$ cat config.mk
export PLATFORM = sky130hd
export DESIGN_NAME = nrzi_decoder
export DESIGN_NICKNAME = d
export VERILOG_FILES = /design/src/rtl/nrzi_decoder.sv
export SDC_FILE = /design/constraint.sdc
export NUM_CORES = 1
export LEC_CHECK = 0
export ABC_AREA = 1
export CORE_MARGIN = 2
export CORE_UTILIZATION = 48
export CTS_CLUSTER_SIZE = 14
export DETAILED_ROUTE_END_ITERATION = 12
export PLACE_DENSITY = 0.82
export SYNTH_ARGS = -nofsm -noshare
export SYNTH_HDL_FRONTEND = slang
export SYNTH_SLANG_ARGS = --single-unit
$ cat constraint.sdc
create_clock -name clk -period 1.2 [get_ports clk]
set_input_delay 0.24 -clock clk [delete_from_list [all_inputs] [get_ports clk]]
set_output_delay 0.24 -clock clk [all_outputs]
set_load 0.01 [all_outputs]
$ cat src/rtl/nrzi_decoder.sv
// NRZI receive decoder: samples the line on en, removes stuffed zeros after
// STUFF_LEN consecutive ones and assembles LSB-first bytes with a valid pulse.
module nrzi_decoder #(
  parameter int unsigned STUFF_LEN  = 6,
  parameter logic        IDLE_LEVEL = 1'b1
) (
  input  logic       clk,
  input  logic       rst_n,
  input  logic       en,
  input  logic       clear,
  input  logic       line,
  output logic [7:0] data,
  output logic       data_valid,
  output logic       stuff_err
);

  localparam logic [3:0] STUFF_CNT = 4'(STUFF_LEN);

  logic       prev,    prev_n;
  logic [7:0] shreg,   shreg_n;
  logic [2:0] bit_cnt, bit_cnt_n;
  logic [3:0] ones_cnt, ones_cnt_n;
  logic [7:0] data_n;
  logic       valid_n, err_n;
  logic       raw, stuff_pos;

  always_comb begin
    raw        = ~(line ^ prev);
    stuff_pos  = (ones_cnt == STUFF_CNT);
    prev_n     = prev;
    shreg_n    = shreg;
    bit_cnt_n  = bit_cnt;
    ones_cnt_n = ones_cnt;
    data_n     = data;
    valid_n    = 1'b0;
    err_n      = 1'b0;

    // clear outranks en: the sample taken in a clear cycle is discarded
    if (clear) begin
      prev_n     = IDLE_LEVEL;
      shreg_n    = '0;
      bit_cnt_n  = '0;
      ones_cnt_n = '0;
    end else if (en) begin
      prev_n = line;
      if (stuff_pos) begin
        ones_cnt_n = '0;
        if (raw) begin
          err_n     = 1'b1;
          bit_cnt_n = '0;
          shreg_n   = '0;
        end
      end else begin
        shreg_n    = {raw, shreg[7:1]};
        bit_cnt_n  = bit_cnt + 3'd1;
        ones_cnt_n = raw ? ones_cnt + 4'd1 : '0;
        if (bit_cnt == 3'd7) begin
          data_n  = {raw, shreg[7:1]};
          valid_n = 1'b1;
        end
      end
    end
  end

  always_ff @(posedge clk or negedge rst_n) begin
    if (!rst_n) begin
      prev       <= IDLE_LEVEL;
      shreg      <= '0;
      bit_cnt    <= '0;
      ones_cnt   <= '0;
      data       <= '0;
      data_valid <= 1'b0;
      stuff_err  <= 1'b0;
    end else begin
      prev       <= prev_n;
      shreg      <= shreg_n;
      bit_cnt    <= bit_cnt_n;
      ones_cnt   <= ones_cnt_n;
      data       <= data_n;
      data_valid <= valid_n;
      stuff_err  <= err_n;
    end
  end

endmodule

# Word level (Yosys, flattened, before mapping)
# Cells that the tools add are included.
# Widths: inputs -> output; s select.
# word_totals
ff_bits	26
in_bits	5
out_inout_bits	10
word_cells	41
# classes
addsub	2
eq_ne	3
muxes	22
n_bitwise	4
n_reduce_logical	3
# op_table
op	count
$mux 8	4
$mux 4	4
$mux 3	4
$mux 1	10
$add 4x1->4 const B	1
$eq 4x3->1 const B	1
$reduce_and 4->1	1
$add 3x1->3 const B	1
$eq 3x3->1 const B	1
$ne 3x3->1 const B	1
$not 1->1	3
$reduce_and 2->1	1
$reduce_bool 2->1	1
$xor 1x1->1	1

# Longest topological paths before layout
# logic_depth
ltp_word	5
mapped_depth	8
mapped_depth_nobuf	8

# Least setup slack after synthesis
# Ideal clock, no wire load.
# synth_path
kind	reg-to-reg
from	register bit_cnt[0]
to	register data[1]
setup_time_ps	117
arrival_ps	1091
t_required_ps	1083
setup_slack_ps	-8
path_stages_with_launch	7
n_path_buf	0
period_less_slack_ps	1208
path_cell_list	dfrtp_1 -> ha_1 -> ha_1 -> nand4_4 -> inv_2 -> nand2_1 -> nand2_1
# synth_between
elab_chain_cells	2
# synth_lines
item	line_no	source
start: declaration	21	logic [2:0] bit_cnt, bit_cnt_n;
start signal: assignment	77	bit_cnt <= bit_cnt_n;
$eq 3x3->1	57	if (bit_cnt == 3'd7) begin
$reduce_and 4->1 (no source line)	n/a	
end signal: assignment	79	data <= data_n;
end: declaration	12	output logic [7:0] data,
# Every way passes these cells.
# A chain may end at the register's enable or synchronous reset.

# Worst setup path in the final report
# layout_path
from	register ones_cnt[0]
to	register shreg[7]
# layout_between
elab_chain_cells	4
elab_cells_between_ends	6
cone_classes	eq/ne: 2; mux: 3; reduce/logical: 1
# layout_lines
item	line_no	source
start: declaration	22	logic [3:0] ones_cnt, ones_cnt_n;
start signal: assignment	78	ones_cnt <= ones_cnt_n;
$eq 4x3->1 *	29	stuff_pos = (ones_cnt == STUFF_CNT);
$mux 8	46	if (stuff_pos) begin
$mux 8	44	end else if (en) begin
$mux 8	39	if (clear) begin
end signal: assignment	76	shreg <= shreg_n;
end: declaration	20	logic [7:0] shreg, shreg_n;
# Mark *: on every way between the ends. The rest lies on a longest branch, timed or not. The select of a mux whose other input is x is not followed.

==> results list <==
* Run status: finished, violations left
- The final reports fail on negative setup slack.
- Non-Filler Cell Area, Final: 1678 µm²
* 1st-pass router iterations: 4
- For this run, the slowest stage of the critical path takes 0.42 ns.
- Input and output buffers added on the ports amount to 14.
- Die Area: 2887 µm²
* Final worst clock skew: 0.003517 ns
- Counting I/O delays and the setup requirement, the final critical path takes 1.304 ns.
- Critical Path Slowest Stage Cell: sky130_fd_sc_hd__dfrtp_1
* Average wire length per cell after detail routing: 14.21 µm
* Die width: 53.74 µm
- Compared with the post-synthesis result, the final layout area differs by 41.31%.
* Share of power burned in registers: 58.9%
- Residual antenna-violating net count after detailed routing: 0
* Classification of the worst-slack hold path: input pin to asynchronous set/reset pin
- In this run the number of H-tree levels came out at 1.
- For this run, global-route usage on met2 was measured as 33.74%.
- Areal power density over the cells: 896.8 nW/µm²
* CTS clk-pin slew, worst paths: 0.14 ns
* Hold_buf cts: 0
- Routability congestion estimate: 0.7997
- Number of max-capacitance violations reported: 0
- After synthesis the netlist holds a flip-flop and latch count of 25.
* Number of standard cells after synthesis: 129
* Worst ir drop on vdd: 0.8054 mV
- Overall global routing resource usage: 20.21%
* Worst-Skew Late Latency: 0.31 ns
- Drt initial violations: 19
* Placed instance area: 1488 µm²
- The worst setup path is launched from a register.
- Ranked by instance count, the synthesized netlist is headed by 51 x sky130_fd_sc_hd__nand2_1, 24 x sky130_fd_sc_hd__dfrtp_1, 9 x sky130_fd_sc_hd__nand4_1, 7 x sky130_fd_sc_hd__inv_1, 7 x sky130_fd_sc_hd__nand2_2.
- Met3 demand-to-capacity share in global routing: 1.667%
* Per-instance average area after synthesis: 9.205 µm²
- FFs w/ async S/R, synth: 100.0%
- WS Path Type: register to register
* Residual DRC count: 0
- The first global-routing pass estimated 4188 µm of wire.
- In this run the standard cell core region covers 2410 µm².
* Post-Route WL: 2898 µm
- I/O pin count: 15
- The post-route netlist has 45.98% of its cells at a drive strength greater than 1.
- Vias in the first global route: 987
- Clock share of power: 25.1%
- Busiest grt layer: met2
- Yosys mapped a number of flops with a built-in enable equal to 0.
- In this run, CTS created clock tree buffers numbering 3.
- The critical path goes through inv_2 -> ha_4 -> nand2_4 -> nor2_4 -> nand3_4 -> nand2_4 -> nand2_2 -> nand2_1.
- After layout, the design draws a total of 0.001505 W.
* Max Fclk: 766.7 MHz
* Cell at the root of the clock tree: sky130_fd_sc_hd__clkbuf_4
* Area of the mapped netlist: 1187 µm²
- TritonCTS clock tree: built
- In the post-synthesis netlist, the cell with the most instances is sky130_fd_sc_hd__nand2_1.
- Met1 usage: 26.04%
- The number of different library cells used by synthesis comes to 21.
* Detailed-route vias per instance: 5.186
- The net count of the finished layout is 184.
* Share of synthesized area occupied by flip-flops and latches: 52.79%
- TritonCTS sink count: 25
- Effective utilization at floorplan: 49.27%
- Setup repair after global routing could not meet its margin everywhere.
* Number of setup violations in the final report: 21
- Count of inserted antenna diode cells: 0
- The worst pin sits at a relative slew slack of 79.67%.
- After layout, the worst setup slack is -0.1043 ns.
- In this run the static leakage power is 0.9043 nW.
- For this run the aggregate overflow at the end of global routing stands at 0.
* Detailed Place HPWL: 1654 µm
- Number of buffers on the longest clock path: 2
* Number of antenna violations at the first check in global routing: 0
* Switching power summed over all nets: 0.0004010 W
- Net count of the mapped netlist: 138
- For the pin with the worst max-slew slack, the measured transition is 0.3049 ns.
- Yosys printed 0 warnings.
- CP Max Fanout: 5
* Data required time of the critical path: 1.46 ns
- The most numerous cell type found on the critical path is sky130_fd_sc_hd__nand2_4.
- Net switching is 26.65% of the power.
- Cell types with the largest area share after synthesis: sky130_fd_sc_hd__dfrtp_1 51%, sky130_fd_sc_hd__nand2_1 16%, sky130_fd_sc_hd__nand4_1 4.7%, sky130_fd_sc_hd__ha_1 4.2%, sky130_fd_sc_hd__nand2_2 3.7%
- Leading register cell type out of synthesis: sky130_fd_sc_hd__dfrtp_1
- Entering global routing, the biggest net connects 26 pins.
- Summed over its instances, the top area cell type makes up 50.58% of the synthesized netlist area.
- Total via count after detailed routing: 1058
- Row cnt: 18
- Die H: 53.74 µm
- Dividing the final minimum period by the clock period gives 108.7%.
* Largest area contributor in the synthesized netlist: sky130_fd_sc_hd__dfrtp_1
- The number of pins exceeding their max-slew limit in the final report came to 0.
- Data on the critical path arrives at its endpoint at 1.57 ns.
- Endpoints failing hold: 0
* Setup TNS: -1.073 ns
- Endpoint kind of the worst setup timing path: register
- Internal power comes to 0.001104 W.
- Fraction of power consumed by combinational cells: 16.0%
==> per-stage QoR <==
stage	cells	setup slack (ns)	util (%)	hold WS (ns)
CTS	198	-0.04786	66.72	0.2534
detailed placement	188	-0.2473	61.73	0.4729
global placement	188	-0.2125	61.73	0.4719
finish	204	-0.1043	69.63	0.2583
global route	204	-0.1698	69.63	0.2491
floorplan	129	0.0005357	-	-0.05559
==> worst max-delay path: cells and delay by family, from the launching register on <==
family	cells	cell delay (ns)
DFF	1	0.42
buffers and inverters	1	0.08
adders and majority gates	1	0.16
and+or+nand+nor	6	0.60
==> power groups by stage <==
stage | sequential, W | clock [W] | combinational [W]
5_1_grt | 0.000888 | 0.000424 | 0.000264
2_1_floorplan | 0.000896 | 0 | 0.0000797
3_5_place_dp | 0.000897 | 0 | 0.000189
3_3_place_gp | 0.000895 | 0 | 0.000181
6_report | 0.000886 | 0.000378 | 0.000241
4_1_cts | 0.000883 | 0.000387 | 0.000211
==> placed cells by master (no fill, tap or decap), types with 2 or more instances in the layout <==
cell / count
sky130_fd_sc_hd__dfrtp_1: 24
sky130_fd_sc_hd__nor2_1: 4
sky130_fd_sc_hd__buf_6: 2
sky130_fd_sc_hd__nor2_2: 2
sky130_fd_sc_hd__clkbuf_4: 3
sky130_fd_sc_hd__inv_4: 2
sky130_fd_sc_hd__ha_4: 2
sky130_fd_sc_hd__buf_4: 25
sky130_fd_sc_hd__inv_2: 2
sky130_fd_sc_hd__clkdlybuf4s50_1: 4
sky130_fd_sc_hd__buf_2: 2
sky130_fd_sc_hd__nand3_4: 2
sky130_fd_sc_hd__nand4_1: 9
sky130_fd_sc_hd__nand2_2: 15
sky130_fd_sc_hd__nor2_4: 2
sky130_fd_sc_hd__clkbuf_2: 8
sky130_fd_sc_hd__nand2_1: 41
sky130_fd_sc_hd__inv_1: 6
sky130_fd_sc_hd__nand3_2: 2
sky130_fd_sc_hd__o21ai_0: 2
sky130_fd_sc_hd__nand2_4: 3
==> routing by layer <==
| metal | vias up | share of wire [%] | wire [µm] |
|---|---|---|---|
| li1 | 509 | - | - |
| met1 | 513 | 43 | 1251 |
| met2 | 28 | 50 | 1460 |
| met3 | 8 | 4.1 | 119 |
| met4 | 0 | 2.2 | 65 |
| met5 | - | 0 | 0 |
==> timing repair <==
item / CTS / global route
pin swaps: 7 / 8
setup endpoints to repair: 32 / 33
buffers inserted: 5 / 5
gates cloned: 1 / 1
gates resized for setup: 35 / 24
==> final timing paths <==
check | startpoint | end | slack, ns | cells after the start
max | ones_cnt[0] | shreg[7] | -0.10 | 8
min | rst_n | shreg[7] | 0.26 | 2
max reg2reg | ones_cnt[0] | shreg[7] | -0.10 | 8
min reg2reg | data[5] | data[5] | 0.51 | 2
max in group asynchronous | rst_n | prev | 0.72 | 2
min in group clk | data[5] | data[5] | 0.51 | 2
==> final cells by class <==
| type | instances | area (µm²) |
|---|---|---|
| Clock inverter | 1 | 7.507 |
| Fill cell | 167 | 732.0 |
| Sequential cell | 25 | 626.9 |
| Multi-Input combinational cell | 93 | 620.6 |
| Inverter | 10 | 42.54 |
| Timing Repair Buffer | 42 | 320.3 |
| Tap cell | 30 | 37.54 |
| Clock buffer | 3 | 22.52 |
==> cell families (layout without fill, tap and decap cells) <==
group	after synthesis	count (layout)	share of synthesized area [%]
AOI/OAI and AO/OA	4	4	1.685
and+or+nand+nor	83	85	35.62
DFF	25	25	52.79
buffers and inverters	13	56	5.691
adders and majority gates	4	4	4.215
==> sequential cells by signal, indices dropped and copies added, names as in the netlist <==
| register | count |
|---|---|
| stuff_err | 1 |
| data_valid | 1 |
| bit_cnt | 3 |
| shreg | 7 |
| ones_cnt | 4 |
| data | 8 |
| prev | 1 |
Note: power is estimated with default switching activity, not from simulation.
